**config.mk**
```make
export PLATFORM = sky130hd
export DESIGN_NAME = branch_resolve_ctrl
export DESIGN_NICKNAME = d
export VERILOG_FILES = /design/src/rtl/branch_resolve_ctrl_pkg.sv /design/src/rtl/branch_resolve_ctrl_sat_counter.sv /design/src/rtl/branch_resolve_ctrl.sv
export SDC_FILE = /design/constraint.sdc
export NUM_CORES = 1
export LEC_CHECK = 0
export ABC_CLOCK_PERIOD_IN_PS = 4200
export CAP_MARGIN = 20
export CORE_ASPECT_RATIO = 1.1
export CORE_MARGIN = 2
export CORE_UTILIZATION = 30
export CTS_CLUSTER_DIAMETER = 30
export DETAILED_ROUTE_END_ITERATION = 8
export MAX_ROUTING_LAYER = met4
export PLACE_DENSITY = 0.55
export SYNTH_ARGS = -nofsm -noshare
export SYNTH_HDL_FRONTEND = slang
export SYNTH_SLANG_ARGS = --single-unit
export TNS_END_PERCENT = 20
```
**constraint.sdc**
```tcl
create_clock -name clk -period 4.2 [get_ports clk]
set_clock_uncertainty 0.15 [all_clocks]
set_input_delay 0.84 -clock clk [delete_from_list [all_inputs] [get_ports clk]]
set_output_delay 0.84 -clock clk [all_outputs]
set_load 0.02 [all_outputs]
```
**src/rtl/branch_resolve_ctrl_pkg.sv**
```systemverilog
// Shared definitions for the odd-pipe branch resolution slice.
// Contents:
//   - unit-code constants used by the execution pipes
//   - brc_state_t : branch resolve controller states
//   - odd_rec_t   : odd-pipe final-stage record layout shared by producer/consumer
//   - is_unit     : helper comparing a record unit code against an id
package branch_resolve_ctrl_pkg;

  localparam int PKG_PC_W  = 15;
  localparam int FCNT_W    = 3;   // flush counter width, FLUSH_CYCLES in 1..7

  localparam logic [2:0] UNIT_SIMPLE_FX = 3'd0;
  localparam logic [2:0] UNIT_SIMPLE_BY = 3'd1;
  localparam logic [2:0] UNIT_PERM      = 3'd2;
  localparam logic [2:0] UNIT_SP_FP     = 3'd3;
  localparam logic [2:0] UNIT_LS        = 3'd4;
  localparam logic [2:0] UNIT_BYTE      = 3'd5;
  localparam logic [2:0] UNIT_FX2       = 3'd6;
  localparam logic [2:0] BRANCH_UNIT    = 3'd7;

  typedef enum logic [1:0] {
    IDLE     = 2'd0,
    FLUSH    = 2'd1,
    REDIRECT = 2'd2,
    HALT     = 2'd3
  } brc_state_t;

  typedef struct packed {
    logic [2:0]          unit;
    logic [3:0]          latency;
    logic                wr_en;
    logic [6:0]          addr;
    logic [127:0]        data;
    logic [PKG_PC_W-1:0] pc;
    logic                br_flag;
  } odd_rec_t;

  function automatic logic is_unit(input logic [2:0] unit, input logic [2:0] id);
    return (unit == id);
  endfunction

endpackage

```
**src/rtl/branch_resolve_ctrl_sat_counter.sv**
```systemverilog
// Saturating up-counter used for branch statistics.
// Ports:
//   clk   - clock, rising edge
//   reset - asynchronous active-high reset, clears the count
//   inc   - increment request for this cycle
//   count - current count, sticks at all-ones instead of wrapping
module sat_counter #(
  parameter int W = 32
) (
  input  logic         clk,
  input  logic         reset,
  input  logic         inc,
  output logic [W-1:0] count
);

  logic [W-1:0] cnt_q;

  // Count up on request, holding once every bit is set.
  always_ff @(posedge clk or posedge reset) begin
    if (reset) begin
      cnt_q <= {W{1'b0}};
    end else if (inc && (cnt_q != {W{1'b1}})) begin
      cnt_q <= cnt_q + {{(W-1){1'b0}}, 1'b1};
    end
  end

  assign count = cnt_q;

endmodule

```
**src/rtl/branch_resolve_ctrl.sv**
```systemverilog
// Branch resolution controller downstream of the odd pipe.
// Taken branches cause a FLUSH_CYCLES-long flush of both pipes with fetch
// stalled, followed by a redirect to fetch held until acknowledged. A stop
// opcode seen while idle parks the block in a sticky halt.
// Ports:
//   clk, reset      - clock (rising) and async active-high reset
//   rec_valid       - odd-pipe final-stage record valid
//   rec_unit        - unit code of the record
//   rec_br_flag     - branch taken
//   rec_target      - branch target PC
//   rec_stop        - stop opcode reached final stage
//   redirect_ack    - fetch accepted the redirect
//   flush           - flush to even and odd pipes
//   fetch_stall     - freeze fetch/issue
//   redirect_valid  - redirect request to fetch
//   redirect_pc     - new fetch PC, word aligned
//   halted          - sticky stop indication
//   taken_cnt       - taken-branch count (saturating)
//   nottaken_cnt    - not-taken-branch count (saturating)
module branch_resolve_ctrl
  import branch_resolve_ctrl_pkg::*;
#(
  parameter int             PC_W           = 15,
  parameter int             FLUSH_CYCLES   = 3,
  parameter logic [2:0]     BRANCH_UNIT_ID = BRANCH_UNIT,
  parameter int             CNT_W          = 32
) (
  input  logic             clk,
  input  logic             reset,
  input  logic             rec_valid,
  input  logic [2:0]       rec_unit,
  input  logic             rec_br_flag,
  input  logic [PC_W-1:0]  rec_target,
  input  logic             rec_stop,
  input  logic             redirect_ack,
  output logic             flush,
  output logic             fetch_stall,
  output logic             redirect_valid,
  output logic [PC_W-1:0]  redirect_pc,
  output logic             halted,
  output logic [CNT_W-1:0] taken_cnt,
  output logic [CNT_W-1:0] nottaken_cnt
);

  localparam logic [FCNT_W-1:0] FLUSH_LAST = FCNT_W'(FLUSH_CYCLES - 1);

  brc_state_t        state_q;
  logic [FCNT_W-1:0] flush_cnt_q;
  logic [PC_W-1:0]   target_q;
  logic              flush_q;
  logic              fetch_stall_q;
  logic              redirect_valid_q;
  logic              halted_q;

  logic              is_branch_s;
  logic              idle_accept_s;
  logic              taken_inc_s;
  logic              nottaken_inc_s;

  // Fetch works on 4-byte words, so the low two target bits are dropped.
  function automatic logic [PC_W-1:0] word_align(input logic [PC_W-1:0] pc);
    return {pc[PC_W-1:2], 2'b00};
  endfunction

  // Classify the incoming record; only records seen while idle without a stop are acted on.
  always_comb begin
    is_branch_s    = rec_valid && is_unit(rec_unit, BRANCH_UNIT_ID);
    idle_accept_s  = (state_q == IDLE) && !rec_stop && is_branch_s;
    taken_inc_s    = idle_accept_s && rec_br_flag;
    nottaken_inc_s = idle_accept_s && !rec_br_flag;
  end

  // Controller FSM with registered outputs.
  always_ff @(posedge clk or posedge reset) begin
    if (reset) begin
      state_q          <= IDLE;
      flush_cnt_q      <= {FCNT_W{1'b0}};
      target_q         <= {PC_W{1'b0}};
      flush_q          <= 1'b0;
      fetch_stall_q    <= 1'b0;
      redirect_valid_q <= 1'b0;
      halted_q         <= 1'b0;
    end else begin
      case (state_q)
        IDLE: begin
          // Stop wins over a branch record arriving in the same cycle.
          if (rec_stop) begin
            state_q       <= HALT;
            halted_q      <= 1'b1;
            fetch_stall_q <= 1'b1;
          end else if (taken_inc_s) begin
            state_q       <= FLUSH;
            flush_cnt_q   <= FLUSH_LAST;
            target_q      <= word_align(rec_target);
            flush_q       <= 1'b1;
            fetch_stall_q <= 1'b1;
          end
        end
        FLUSH: begin
          // Records and stops here are wrong-path shadow and are ignored.
          if (flush_cnt_q == {FCNT_W{1'b0}}) begin
            state_q          <= REDIRECT;
            flush_q          <= 1'b0;
            redirect_valid_q <= 1'b1;
          end else begin
            flush_cnt_q <= flush_cnt_q - {{(FCNT_W-1){1'b0}}, 1'b1};
          end
        end
        REDIRECT: begin
          if (redirect_ack) begin
            state_q          <= IDLE;
            redirect_valid_q <= 1'b0;
            fetch_stall_q    <= 1'b0;
          end
        end
        HALT: begin
          halted_q      <= 1'b1;
          fetch_stall_q <= 1'b1;
        end
        default: begin
          state_q          <= IDLE;
          flush_q          <= 1'b0;
          fetch_stall_q    <= 1'b0;
          redirect_valid_q <= 1'b0;
        end
      endcase
    end
  end

  sat_counter #(.W(CNT_W)) u_taken_cnt (
    .clk   (clk),
    .reset (reset),
    .inc   (taken_inc_s),
    .count (taken_cnt)
  );

  sat_counter #(.W(CNT_W)) u_nottaken_cnt (
    .clk   (clk),
    .reset (reset),
    .inc   (nottaken_inc_s),
    .count (nottaken_cnt)
  );

  assign flush          = flush_q;
  assign fetch_stall    = fetch_stall_q;
  assign redirect_valid = redirect_valid_q;
  assign redirect_pc    = target_q;
  assign halted         = halted_q;

endmodule
```
# Word-level counts from Yosys, hierarchy flattened
# Index checks and enable logic that the tools add are counted.
# W data, S select, Z words.
[word_totals] register_bits=86 output_inout_bits=83
[classes] bitwise=1 n_reduce_logical=23 n_mux=20 n_addsub=3 n_eq_ne=13
[op_table] cell="$add A32 B1 Y32 const B" n=2
[op_table] cell="$ne A32 B32 Y1 const B" n=2
[op_table] cell="$reduce_and A4 Y1" n=3
[op_table] cell="$ne A2 B2 Y1 const B" n=5
[op_table] cell="$mux W3" n=3
[op_table] cell="$reduce_and A3 Y1" n=3
[op_table] cell="$mux W2" n=4
[op_table] cell="$logic_and A1 B1 Y1" n=7
[op_table] cell="$mux W1" n=7
[op_table] cell="$pmux W1 S2" n=3
[op_table] cell="$pmux W2 S3" n=1
[op_table] cell="$pmux W3 S2" n=1
[op_table] cell="$reduce_bool A2 Y1" n=3
[op_table] cell="$reduce_bool A3 Y1" n=2
[op_table] cell="$eq A2 B2 Y1 const B" n=2
[op_table] cell="$eq A3 B3 Y1 const B" n=1
[op_table] cell="$logic_not A3 Y1" n=1
[op_table] cell="$ne A3 B2 Y1 const B" n=1
[op_table] cell="$pmux W1 S3" n=1
[op_table] cell="$sub A3 B1 Y3 const B" n=1
[op_table] cell="$eq A2 B1 Y1 const B" n=1
[op_table] cell="$logic_not A1 Y1" n=2
[op_table] cell="$logic_not A2 Y1" n=1
[op_table] cell="$ne A2 B1 Y1 const B" n=1
[op_table] cell="2 further kinds" n=2

# Longest topological paths before layout
[logic_depth] depth_word=7 mapped_depth=8 depth_no_buf=7

# Hierarchy
# Synthesis repeated with hierarchy kept, for this count alone.
[unflattened] hier_cells=419 area_unflattened_um2=4331.7
[modules_own_cells] mod="sat_counter (u_nottaken_cnt)" area_each_um2=1635.3 seq_area_each_um2=800.8 n_inst=1 cells_each=153
[modules_own_cells] mod="sat_counter (u_taken_cnt)" area_each_um2=1561.5 seq_area_each_um2=800.8 n_inst=1 cells_each=139
[modules_own_cells] mod="branch_resolve_ctrl" area_each_um2=1134.8 seq_area_each_um2=550.5 n_inst=1 cells_each=127

# Worst setup path before layout
# Ideal clock, no wire load.
[synth_path] kind="input -> register" from="input rec_stop" to="register u_nottaken_cnt.cnt_q[10] (netlist: u_nottaken_cnt.count[10])" slack_ns=1.830 required_ns=3.970 n_path_buf=0 path_stages=5 setup_ns=0.080 arrival_ns=2.140 path_cell_list="or3b_1 > nor4_2 > a21boi_1 > and4_1 > xor2_1"
[synth_between] elab_chain_len=5
[synth_rtl] element="start: declaration" line_no="branch_resolve_ctrl.sv:34" rtl="input logic rec_stop,"
[synth_rtl] element="$logic_not A1 Y1" line_no="branch_resolve_ctrl.sv:68" rtl="idle_accept_s = (state_q == IDLE) && !rec_stop && is_branch_s;"
[synth_rtl] element="$logic_and A1 B1 Y1 (2 in series)" line_no="branch_resolve_ctrl.sv:68"
[synth_rtl] element="$logic_and A1 B1 Y1" line_no="branch_resolve_ctrl.sv:70" rtl="nottaken_inc_s = idle_accept_s && !rec_br_flag;"
[synth_rtl] element="$logic_and A1 B1 Y1" line_no="branch_resolve_ctrl_sat_counter.sv:22" rtl="end else if (inc && (cnt_q != {W{1'b1}})) begin"
[synth_rtl] element="end signal: assignment" line_no="branch_resolve_ctrl_sat_counter.sv:21" rtl="cnt_q <= {W{1'b0}};"
[synth_rtl] element="end signal: assignment" line_no="branch_resolve_ctrl_sat_counter.sv:23" rtl="cnt_q <= cnt_q + {{(W-1){1'b0}}, 1'b1};"
[synth_rtl] element="end: declaration" line_no="branch_resolve_ctrl_sat_counter.sv:16" rtl="logic [W-1:0] cnt_q;"
# No other way between the ends.
# A chain may end at the register's enable or synchronous reset.

# Final worst setup path
# Ends and elaborated chain as after synthesis.

==> impl_metrics.env <==
export IMPL_area_delta_synth_final_pct=38.16
export IMPL_io_buffers=102
export IMPL_finalHoldViolations=0
export IMPL_synth_ff_type="dfrtp_1"
export IMPL_path_cells="clkdlybuf4s50_1 > or3b_1 > nor4_2 > a21boi_1 > and4_1 > xor2_1"
export IMPL_reg2reg_depth=7
export IMPL_clockRootBuffer="clkbuf_16"
export IMPL_final_setup_viol_count=0
export IMPL_yosysSeqAreaShare_pct=51.56
export IMPL_yosysMostFrequentCell="dfrtp_1"
export IMPL_min_period_ns=2.838
export IMPL_track_usage_pct=14.65
export IMPL_grt_max_degree=45
export IMPL_drc=0
export IMPL_hold_depth=2
export IMPL_critPathCaptureType="register"
export IMPL_crit_arrival_ns=2.95
export IMPL_synth_async_sr_flop_share_pct=100.0
export IMPL_die_h_um=127.7
export IMPL_synth_avg_cell_area_um2=10.44
export IMPL_syn_area_um2=4174
export IMPL_yosysUniqueCellTypes=54
export IMPL_cts_tree="done"
export IMPL_drt_iter0_drc=97
export IMPL_hp_class="reg2reg"
export IMPL_initial_core_util_pct=30.51
export IMPL_max_stage_delay_ns=0.50
export IMPL_leakage_nw=2.537
export IMPL_grt_pass1_wl_um=16800
export IMPL_cts_resized=0
export IMPL_numCtsBuffers=9
export IMPL_synthCells=400
export IMPL_power_density_nw_per_um2=312.1
export IMPL_maxCapViolCount=0
export IMPL_cts_hold_fix_buffers=0
export IMPL_pre_cts_slack_ns=0.9493
export IMPL_whs_ns=0.3187
export IMPL_ir_drop_uv=231.5
export IMPL_drive_gt1_share_pct=6.836
export IMPL_grt_setup_unrepaired="no"
export IMPL_rows=45
export IMPL_synth_edf_count=0
export IMPL_gr_total_overflow=0
export IMPL_final_nets=539
export IMPL_tightest_slew_ns=0.8100
export IMPL_via_count=3284
export IMPL_antenna_left=0
export IMPL_drt_pass1_iterations=4
export IMPL_hpwl_um=7147
export IMPL_wl_per_cell_um=14.18
export IMPL_cts_setup_buffers=0
export IMPL_slew_viol_final=0
export IMPL_clk_pin_slew_ns=0.06
export IMPL_core_area_um2=13680
export IMPL_setup_tns_ns=0
export IMPL_antenna_cells=0
export IMPL_clock_latency_ns=0.34
export IMPL_clock_sinks=86
export IMPL_yosys_top_cells_area="dfrtp_1, xnor2_1, nand2_1, xor2_1, nand4_1"
export IMPL_p_total_mw=1.800
export IMPL_critPathKind="in2reg"
export IMPL_die_w_um=116.5
export IMPL_status="finished, final reports clean"
export IMPL_yosysWarnings=0
export IMPL_synth_top_cell_by_area="dfrtp_1"
export IMPL_maxSlewHeadroom_pct=46.00
export IMPL_finalCritPeriodShare_pct=67.57
export IMPL_htreeDepth=3
export IMPL_wl_um=9924
export IMPL_die_area_um2=14870
export IMPL_vias_per_cell=4.691
export IMPL_setup_slack_ns=1.362
export IMPL_synth_seq_cells=86
export IMPL_synth_commonest_cells="dfrtp_1, nand2_1, xnor2_1"
export IMPL_clockBufferDepth=2
export IMPL_worst_path_max_delay_cell="or3b_1"
export IMPL_required_ns=4.31
export IMPL_antenna_found_initial=0
export IMPL_yosysTopAreaCellShare_pct=51.56
export IMPL_gp_routability_congestion=0.7698
export IMPL_grt_pass1_vias=3336
export IMPL_worst_path_max_fanout=5
export IMPL_ios=107
export IMPL_cp_start_kind="input pin"
export IMPL_max_freq_mhz=352.3
critical path: cells and delay by family:
family / cells / cell delay (ns)
simple gates: 3 / 1.17
buf+inv: 1 / 0.45
compound gates: 1 / 0.33
xor+xnor: 1 / 0.15
kinds of logic after synthesis:
| family | synth area share, % |
|---|---|
| other | 0.08984 |
| adder cells (fa/ha/maj) | 2.398 |
| multiplexers | 1.589 |
| buffers and inverters | 2.068 |
| XOR/XNOR | 12.80 |
| AO/OA/AOI/OAI | 5.306 |
| flip-flops | 51.56 |
| AND/OR/NAND/NOR | 24.19 |
cell usage in the layout, fill, tap and decap left out, types with 2 or more instances in the layout:
cell type        instances
clkdlybuf4s50_1        102
dfrtp_1                 86
nand2_1                 74
xnor2_1                 41
nand3_1                 24
nand4_1                 21
nor2_1                  21
xor2_1                  20
inv_1                   12
and3_1                  12
clkbuf_16                9
ha_1                     8
o21ai_0                  6
nor3_1                   5
and4_1                   5
a22o_1                   4
mux2i_1                  4
nor4_2                   3
and2_1                   3
nor4_1                   3
a21oi_1                  3
bufinv_16                3
nor3_2                   2
nand4b_1                 2
o22ai_1                  2
o211ai_1                 2
conb_1                   2
sequential cells by signal, summed over array words and instances (netlist names):
signal	flops
u_nottaken_cnt.count	32
redirect_valid	1
u_taken_cnt.count	32
state_q	2
redirect_pc	13
flush	1
halted	1
flush_cnt_q	3
fetch_stall	1
report_power, final:
group          internal, mW  total [mW]  switching (mW)
combinational        0.0198      0.0429          0.0230
sequential            0.828       0.828               0
clock                 0.599       0.929           0.330
total                  1.45        1.80           0.353
layout make-up:
| type | count | area, um2 |
|---|---|---|
| clock buffer | 11 | 242.7 |
| clock inverter | 5 | 106.4 |
| fill | 1355 | 7915 |
| inverter | 13 | 50.05 |
| multi-input combinational | 294 | 1939 |
| sequential | 86 | 2152 |
| tap | 188 | 235.2 |
| timing repair buffer | 103 | 1041 |
layer usage:
| layer | share of wire (%) | GRT usage [%] | up-vias |
|---|---|---|---|
| met2 | 46 | 22.30 | 73 |
| li1 | - | - | 1589 |
| met5 | 0 | - | - |
| met3 | 5.5 | 4.066 | 13 |
| met4 | 1.4 | 4.692 | 0 |
| met1 | 47 | 18.94 | 1609 |
metrics by stage:
stage | std cells | util, % | instance area (um2)
2_1_floorplan | 401 | - | 4178
6_report | 700 | 42.15 | 5767
3_3_place_gp | 684 | 39.60 | 5418
4_1_cts | 700 | 42.15 | 5767
3_5_place_dp | 684 | 39.60 | 5418
5_1_grt | 700 | 42.15 | 5767
worst paths after layout:
check | slack (ns) | endpoint | from
min | 0.32 | redirect_pc[3]$_DFFE_PP0P_ | redirect_pc[3]$_DFFE_PP0P_
max reg2reg | 1.57 | u_nottaken_cnt.count[10]$_DFFE_PP0P_ | state_q[0]$_DFFE_PP0P_
max in group asynchronous | 2.41 | u_taken_cnt.count[14]$_DFFE_PP0P_ | reset
min reg2reg | 0.32 | redirect_pc[3]$_DFFE_PP0P_ | redirect_pc[3]$_DFFE_PP0P_
max | 1.36 | u_nottaken_cnt.count[10]$_DFFE_PP0P_ | rec_stop
min in group asynchronous | 0.80 | redirect_pc[2]$_DFFE_PP0P_ | reset
Note: power is estimated with default switching activity, not from simulation.
